**config.mk**
```make
export PLATFORM = sky130hd
export DESIGN_NAME = alu_execute_stage_flat
export DESIGN_NICKNAME = d
export VERILOG_FILES = /design/src/rtl/alu_pkg.sv /design/src/rtl/alu_execute_stage_if.sv /design/src/rtl/alu_execute_stage_shift_add_multiplier.sv /design/src/rtl/alu_execute_stage.sv /design/src/flat_wrapper.sv
export SDC_FILE = /design/constraint.sdc
export NUM_CORES = 1
export LEC_CHECK = 0
export ABC_CLOCK_PERIOD_IN_PS = 3600
export CAP_MARGIN = 40
export CORE_MARGIN = 4
export CORE_UTILIZATION = 51
export DETAILED_ROUTE_END_ITERATION = 10
export GPL_TIMING_DRIVEN = 0
export PLACE_DENSITY = 0.86
export RECOVER_POWER = 25
export SETUP_SLACK_MARGIN = 0.15
export SYNTH_ARGS = -nofsm -noshare
export SYNTH_HDL_FRONTEND = slang
export SYNTH_SLANG_ARGS = --single-unit
```
**constraint.sdc**
```tcl
create_clock -name Clk -period 3.6 [get_ports Clk]
set_clock_uncertainty 0.2 [all_clocks]
set_input_delay 0.72 -clock Clk [delete_from_list [all_inputs] [get_ports Clk]]
set_output_delay 0.72 -clock Clk [all_outputs]
set_load 0.01 [all_outputs]
```
**src/rtl/alu_pkg.sv**
```systemverilog
// Shared types, constants and helpers for the ALU execute stage.
package alu_pkg;

   localparam int WIDTH      = 16;
   localparam int IMM_WIDTH  = 5;
   localparam int MUL_CYCLES = WIDTH;

   typedef enum logic [1:0] {
      OP_ADD = 2'b00,
      OP_AND = 2'b01,
      OP_NOT = 2'b10,
      OP_MUL = 2'b11
   } alu_op_t;

   typedef enum logic [1:0] {
      ST_IDLE = 2'b00,
      ST_MUL  = 2'b01,
      ST_WB   = 2'b10
   } alu_state_t;

   typedef struct packed {
      logic n;
      logic z;
      logic p;
   } nzp_t;

   localparam nzp_t NZP_RESET = '{n: 1'b0, z: 1'b1, p: 1'b0};

   function automatic logic [WIDTH-1:0] sext(input logic [IMM_WIDTH-1:0] imm);
      return {{(WIDTH-IMM_WIDTH){imm[IMM_WIDTH-1]}}, imm};
   endfunction

   function automatic nzp_t nzp_of(input logic [WIDTH-1:0] value);
      nzp_t cc;
      cc.n = value[WIDTH-1];
      cc.z = (value == '0);
      cc.p = !cc.n && !cc.z;
      return cc;
   endfunction

endpackage

```
**src/rtl/alu_execute_stage_if.sv**
```systemverilog
// Request / write-back bundle between the register file side and the execute stage.
interface alu_execute_stage_if;
   import alu_pkg::*;

   logic                 Start;
   logic [1:0]           Op;
   logic [WIDTH-1:0]     SR1_In;
   logic [WIDTH-1:0]     SR2_In;
   logic [IMM_WIDTH-1:0] Imm;
   logic                 ImmSel;
   logic [2:0]           DR_In;
   logic                 Busy;
   logic                 LD_REG;
   logic [2:0]           DR;
   logic [WIDTH-1:0]     Result;
   logic                 N;
   logic                 Z;
   logic                 P;

   modport master (
      output Start, Op, SR1_In, SR2_In, Imm, ImmSel, DR_In,
      input  Busy, LD_REG, DR, Result, N, Z, P
   );

   modport slave (
      input  Start, Op, SR1_In, SR2_In, Imm, ImmSel, DR_In,
      output Busy, LD_REG, DR, Result, N, Z, P
   );

endinterface

```
**src/rtl/alu_execute_stage_shift_add_multiplier.sv**
```systemverilog
// Iterative shift-add multiplier: one partial product per cycle, MUL_CYCLES cycles
// after load. done is high during the final iteration, when product is the full result.
module shift_add_multiplier
   import alu_pkg::*;
(
   input  logic             Clk,
   input  logic             Reset,
   input  logic             load,
   input  logic [WIDTH-1:0] a,
   input  logic [WIDTH-1:0] b,
   output logic             done,
   output logic [WIDTH-1:0] product
);

   localparam int CNT_W = $clog2(MUL_CYCLES);

   logic [WIDTH-1:0] a_q;
   logic [WIDTH-1:0] b_q;
   logic [WIDTH-1:0] acc_q;
   logic [WIDTH-1:0] partial;
   logic [CNT_W-1:0] cnt_q;
   logic             run_q;

   // Only the low WIDTH bits are kept, so bits shifted out of a_q never matter.
   assign partial = b_q[0] ? a_q : '0;
   assign product = acc_q + partial;
   assign done    = run_q && (cnt_q == CNT_W'(MUL_CYCLES-1));

   // NOTE: sequential state is updated with non-blocking assignments so every
   // register samples the pre-edge values of the others.
   always_ff @(posedge Clk or posedge Reset) begin
      if (Reset) begin
         a_q   <= '0;
         b_q   <= '0;
         acc_q <= '0;
         cnt_q <= '0;
         run_q <= 1'b0;
      end else if (load) begin
         a_q   <= a;
         b_q   <= b;
         acc_q <= '0;
         cnt_q <= '0;
         run_q <= 1'b1;
      end else if (run_q) begin
         acc_q <= product;
         a_q   <= {a_q[WIDTH-2:0], 1'b0};
         b_q   <= {1'b0, b_q[WIDTH-1:1]};
         cnt_q <= cnt_q + CNT_W'(1);
         if (done) begin
            run_q <= 1'b0;
         end
      end
   end

endmodule

```
**src/rtl/alu_execute_stage.sv**
```systemverilog
// ALU execute stage: ADD/AND/NOT in one cycle, write-back strobe and NZP update.
// Define ALU_MUL_EN to add the iterative multiplier for Op=11; otherwise Op=11 is a NOP.
module alu_execute_stage
   import alu_pkg::*;
(
   input logic                 Clk,
   input logic                 Reset,
   alu_execute_stage_if.slave  bus
);

   alu_state_t       state_q;
   alu_state_t       state_d;
   alu_op_t          op_in;
   logic             accept;
   logic             op_valid;
   logic             mul_load;
   logic             wb_en_q;
   logic [2:0]       dr_q;
   logic [WIDTH-1:0] result_q;
   nzp_t             nzp_q;
   logic [WIDTH-1:0] opnd_a;
   logic [WIDTH-1:0] opnd_b;
   logic [WIDTH-1:0] alu_res;

   assign op_in  = alu_op_t'(bus.Op);
   assign opnd_a = bus.SR1_In;
   assign opnd_b = bus.ImmSel ? sext(bus.Imm) : bus.SR2_In;

`ifdef ALU_MUL_EN
   logic             mul_done;
   logic [WIDTH-1:0] mul_product;

   assign op_valid = 1'b1;

   shift_add_multiplier u_mul (
      .Clk     (Clk),
      .Reset   (Reset),
      .load    (mul_load),
      .a       (opnd_a),
      .b       (opnd_b),
      .done    (mul_done),
      .product (mul_product)
   );
`else
   // Without the multiplier, Op=11 still occupies WB for a cycle but writes nothing back.
   assign op_valid = (op_in != OP_MUL);
`endif

   always_comb begin
      alu_res = '0;
      unique case (op_in)
         OP_ADD:  alu_res = opnd_a + opnd_b;
         OP_AND:  alu_res = opnd_a & opnd_b;
         OP_NOT:  alu_res = ~opnd_a;
         default: alu_res = '0;
      endcase
   end

   // NOTE: every signal written here gets a default first, so no path can
   // leave one unassigned and infer a latch.
   always_comb begin
      state_d  = state_q;
      accept   = 1'b0;
      mul_load = 1'b0;
      unique case (state_q)
         ST_IDLE: begin
            if (bus.Start) begin
               accept = 1'b1;
`ifdef ALU_MUL_EN
               if (op_in == OP_MUL) begin
                  mul_load = 1'b1;
                  state_d  = ST_MUL;
               end else begin
                  state_d  = ST_WB;
               end
`else
               state_d = ST_WB;
`endif
            end
         end
`ifdef ALU_MUL_EN
         ST_MUL: begin
            if (mul_done) begin
               state_d = ST_WB;
            end
         end
`endif
         ST_WB:   state_d = ST_IDLE;
         default: state_d = ST_IDLE;
      endcase
   end

   always_ff @(posedge Clk or posedge Reset) begin
      if (Reset) begin
         state_q <= ST_IDLE;
      end else begin
         state_q <= state_d;
      end
   end

   always_ff @(posedge Clk or posedge Reset) begin
      if (Reset) begin
         wb_en_q  <= 1'b0;
         dr_q     <= '0;
         result_q <= '0;
         nzp_q    <= NZP_RESET;
      end else begin
         if (accept) begin
            wb_en_q <= op_valid;
            if (op_valid) begin
               dr_q <= bus.DR_In;
            end
            if (op_in != OP_MUL) begin
               result_q <= alu_res;
            end
         end
`ifdef ALU_MUL_EN
         if (state_q == ST_MUL && mul_done) begin
            result_q <= mul_product;
         end
`endif
         if (state_q == ST_WB && wb_en_q) begin
            nzp_q <= nzp_of(result_q);
         end
      end
   end

   assign bus.Busy   = (state_q != ST_IDLE);
   assign bus.LD_REG = (state_q == ST_WB) && wb_en_q;
   assign bus.DR     = dr_q;
   assign bus.Result = result_q;
   assign bus.N      = nzp_q.n;
   assign bus.Z      = nzp_q.z;
   assign bus.P      = nzp_q.p;

endmodule

```
**src/flat_wrapper.sv**
```systemverilog
// flat-port wrapper written by rule: the top's interface ports become plain ports
module alu_execute_stage_flat import alu_pkg::*;
  (Clk, Reset, bus_Start, bus_Op, bus_SR1_In, bus_SR2_In, bus_Imm, bus_ImmSel, bus_DR_In, bus_Busy, bus_LD_REG, bus_DR, bus_Result, bus_N, bus_Z, bus_P);
  alu_execute_stage_if bus_i ();
  input logic Clk;
  input logic Reset;
  input wire logic [$bits(bus_i.Start)-1:0] bus_Start;
  input wire logic [$bits(bus_i.Op)-1:0] bus_Op;
  input wire logic [$bits(bus_i.SR1_In)-1:0] bus_SR1_In;
  input wire logic [$bits(bus_i.SR2_In)-1:0] bus_SR2_In;
  input wire logic [$bits(bus_i.Imm)-1:0] bus_Imm;
  input wire logic [$bits(bus_i.ImmSel)-1:0] bus_ImmSel;
  input wire logic [$bits(bus_i.DR_In)-1:0] bus_DR_In;
  output wire logic [$bits(bus_i.Busy)-1:0] bus_Busy;
  output wire logic [$bits(bus_i.LD_REG)-1:0] bus_LD_REG;
  output wire logic [$bits(bus_i.DR)-1:0] bus_DR;
  output wire logic [$bits(bus_i.Result)-1:0] bus_Result;
  output wire logic [$bits(bus_i.N)-1:0] bus_N;
  output wire logic [$bits(bus_i.Z)-1:0] bus_Z;
  output wire logic [$bits(bus_i.P)-1:0] bus_P;
  assign bus_i.Start = bus_Start;
  assign bus_i.Op = bus_Op;
  assign bus_i.SR1_In = bus_SR1_In;
  assign bus_i.SR2_In = bus_SR2_In;
  assign bus_i.Imm = bus_Imm;
  assign bus_i.ImmSel = bus_ImmSel;
  assign bus_i.DR_In = bus_DR_In;
  assign bus_Busy = bus_i.Busy;
  assign bus_LD_REG = bus_i.LD_REG;
  assign bus_DR = bus_i.DR;
  assign bus_Result = bus_i.Result;
  assign bus_N = bus_i.N;
  assign bus_Z = bus_i.Z;
  assign bus_P = bus_i.P;
  alu_execute_stage u_core (.Clk(Clk), .Reset(Reset), .bus(bus_i));
endmodule
```
==> results.md <==
* Register bit total from synthesis at 24
* GR Overflow Total at 0
* Status: finished, final reports clean
* CTS sink cnt at 24
* Number of synthesized flops with an enable pin at 0
* Initial Util at 0.524
* Vias in the first global route at 2192
* Routed vias/inst at 6.02
* Largest stage delay, worst path at 0.40 ns
* Synth Net Count at 361
* Fin crit share at 0.939
* # DRC at 0
* # hold bufs at CTS at 0
* Die Ht at 74.9 um
* Final GP Congestion at 0.892
* Max_cap viols at 0
* PwrDens at 358 nW/um^2
* Hold slack final at 0.282 ns
* Commonest non-fill, non-tap cell in the layout: clkdlybuf4s50_1
* Synth Area per Inst at 7.66 um^2
* Largest net degree at the start of global routing at 23
* Slowest library cell on the worst path: clkdlybuf4s50_1
* Synthesis-to-finish area growth at 35.5%
* Slew headroom at 0.279
* Core box area at 4350 um^2
* CTS Buffer Depth at 2
* Time the worst path needs with I/O delays and setup at 3.38 ns
* Leakage at 1.26 nW
* First-pass GRT wire length at 9.96 mm
* Crit path required time at 3.56 ns
* Die X at 74.9 um
* CTS root buffer: clkbuf_8
* CP startpoint kind: input port
* Clock buffer count from CTS at 3
* PortBufs at 68
* Total GRT Usage at 0.227
* HPWL after detailed placement at 5.09 mm
* Die area at 5610 um^2
* Clock transition at path regs at 0.07 ns
* Initial antenna violation count at 0
* Final TNS setup at 0 ns
* Fraction of layout cells with a size suffix above 1 at 0.0863
* Antenna diodes at 0
* Final cell count without fillers at 423
* CTS tree: yes
* Routed WL at 6.51 mm
* Critical Path AT at 3.34 ns
* CP Max Fanout at 10
* DR pass1 iterations at 5
* Final #Nets at 435
* Synth Warn # at 0
* Worst path cell trace: clkdlybuf4s50_1 -> nand2_1 -> clkbuf_1 -> o21ai_0 -> ha_1 -> buf_6 -> a211oi_1 -> nor2_1 -> o31ai_1 -> o311ai_1 -> xor2_1 -> o21a_1
* Clock latency on the worst-skew pair at 0.27 ns
* Crit path capture type: register
* Detail Route Antenna Nets at 0
* Synth async-reset ratio at 1.00
* Hold Path Class: register to register
* Crit Path Category: input port to register
* 1st-iter DRT viols at 186
* Main synth FF type: dfrtp_1
* Pins Over Slew Limit at 0
* Maximum VDD drop at 0.000152 V
* Most frequent cells in the layout: clkdlybuf4s50_1 (67), o21ai_0 (37), nor2_1 (27)
* Worst Tran Pin Value at 1.08 ns
* Fin. Hold Viols at 0
* IO Pins at 70
* Vias at 2546
* F_max at 296 MHz
* RSZ-0062 raised after global routing: false
* Synth Instances at 298
* Synthesized area at 2280 um^2
* H-tree depth at 1
* DP Cell Count at 419
* Setup-failing EPs final at 0
* Drt wl/cell at 15.4 um
* # rows at 24
* Post-layout util at 0.710
* Yosys cell types at 44
* Register area share after synthesis at 0.264
[area by class of cell]
class	instances	area (um^2)
clock buffer	4	55.1
inverter	19	71.3
fill	351	1260
timing repair buffer	69	684
multi-input combinational	235	1520
sequential	24	602
tap	52	65.1
buffer	20	93.8
[cells in the mapped netlist (6+ instances only)]
master / n / area share
xnor2_1: 9 / 0.035
dfrtp_1: 23 / 0.25
o22ai_1: 7 / 0.019
mux2_2: 8 / 0.039
nor2b_1: 14 / 0.038
clkbuf_1: 10 / 0.016
nand2_1: 25 / 0.041
nor2_1: 27 / 0.044
nand4_1: 8 / 0.022
inv_1: 19 / 0.031
a31oi_1: 9 / 0.025
ha_1: 16 / 0.088
a21oi_1: 22 / 0.048
buf_2: 6 / 0.013
o21ai_0: 37 / 0.081
[per-stage QoR]
stage	power, mW	setup WS, ns	area [um^2]
2_1_floorplan	0.680	0.349	2280
3_3_place_gp	0.906	0.0454	3030
3_5_place_dp	0.926	0.0120	3060
4_1_cts	1.11	0.285	3110
5_1_grt	1.17	0.154	3090
6_report	1.11	0.218	3090
[where the power goes]
| part | switching (mW) | total (mW) | internal, mW |
|---|---|---|---|
| Clock | 0.0826 | 0.180 | 0.0978 |
| Combinational | 0.260 | 0.547 | 0.286 |
| Sequential | 0.0531 | 0.380 | 0.327 |
| Total | 0.396 | 1.11 | 0.711 |
[metal layers]
layer | vias up | global-route usage | share of wire | wire [um]
li1 | 1220 | - | - | -
met1 | 1176 | 0.300 | 0.42 | 2750
met2 | 135 | 0.378 | 0.47 | 3080
met3 | 15 | 0.0254 | 0.086 | 557
met4 | 0 | 0.0909 | 0.019 | 126
met5 | - | 0 | 0 | 0
[path summary, 6_finish.rpt]
kind / end / cells after the start / slack, ns / startpoint
min in group asynchronous: u_core.bus.Result[12] / 2 / 0.54 / Reset
hold / removal: u_core.wb_en_q / 2 / 0.28 / u_core.wb_en_q
hold reg to reg: u_core.wb_en_q / 2 / 0.28 / u_core.wb_en_q
setup / recovery: u_core.bus.Result[13] / 12 / 0.22 / bus_Imm[4]
max in group asynchronous: u_core.bus.Result[9] / 3 / 1.46 / Reset
setup reg to reg: u_core.bus.Result[8] / 7 / 1.59 / u_core.state_q[1]
[repair_timing]
| item | CTS | global route |
|---|---|---|
| setup buffers | 0 | 0 |
| endpoints found under the setup margin | 0 | 3 |
| resized for setup | 0 | 3 |
[flip-flops by register name, indices dropped and copies added, names as in the netlist]
| register | cells |
|---|---|
| u_core.bus.N | 1 |
| u_core.state_q | 1 |
| u_core.wb_en_q | 1 |
| u_core.bus.Z | 1 |
| u_core.bus.Result | 16 |
| u_core.bus.P | 1 |
| u_core.bus.DR | 3 |
[worst max-delay path, delay by kind of cell]
family / cells / cell delay [ns]
simple gates: 2 / 0.21
buf+inv: 3 / 0.89
compound gates: 5 / 1.03
xor+xnor: 1 / 0.19
fa+ha+maj: 1 / 0.31
[logic make-up after synthesis]
| family | synth area share |
|---|---|
| compound gates | 0.282 |
| xor+xnor | 0.0499 |
| fa+ha+maj | 0.0964 |
| buf+inv | 0.0718 |
| flops | 0.264 |
| mux | 0.0395 |
| simple gates | 0.197 |
Power figures use the tool's default switching activity.
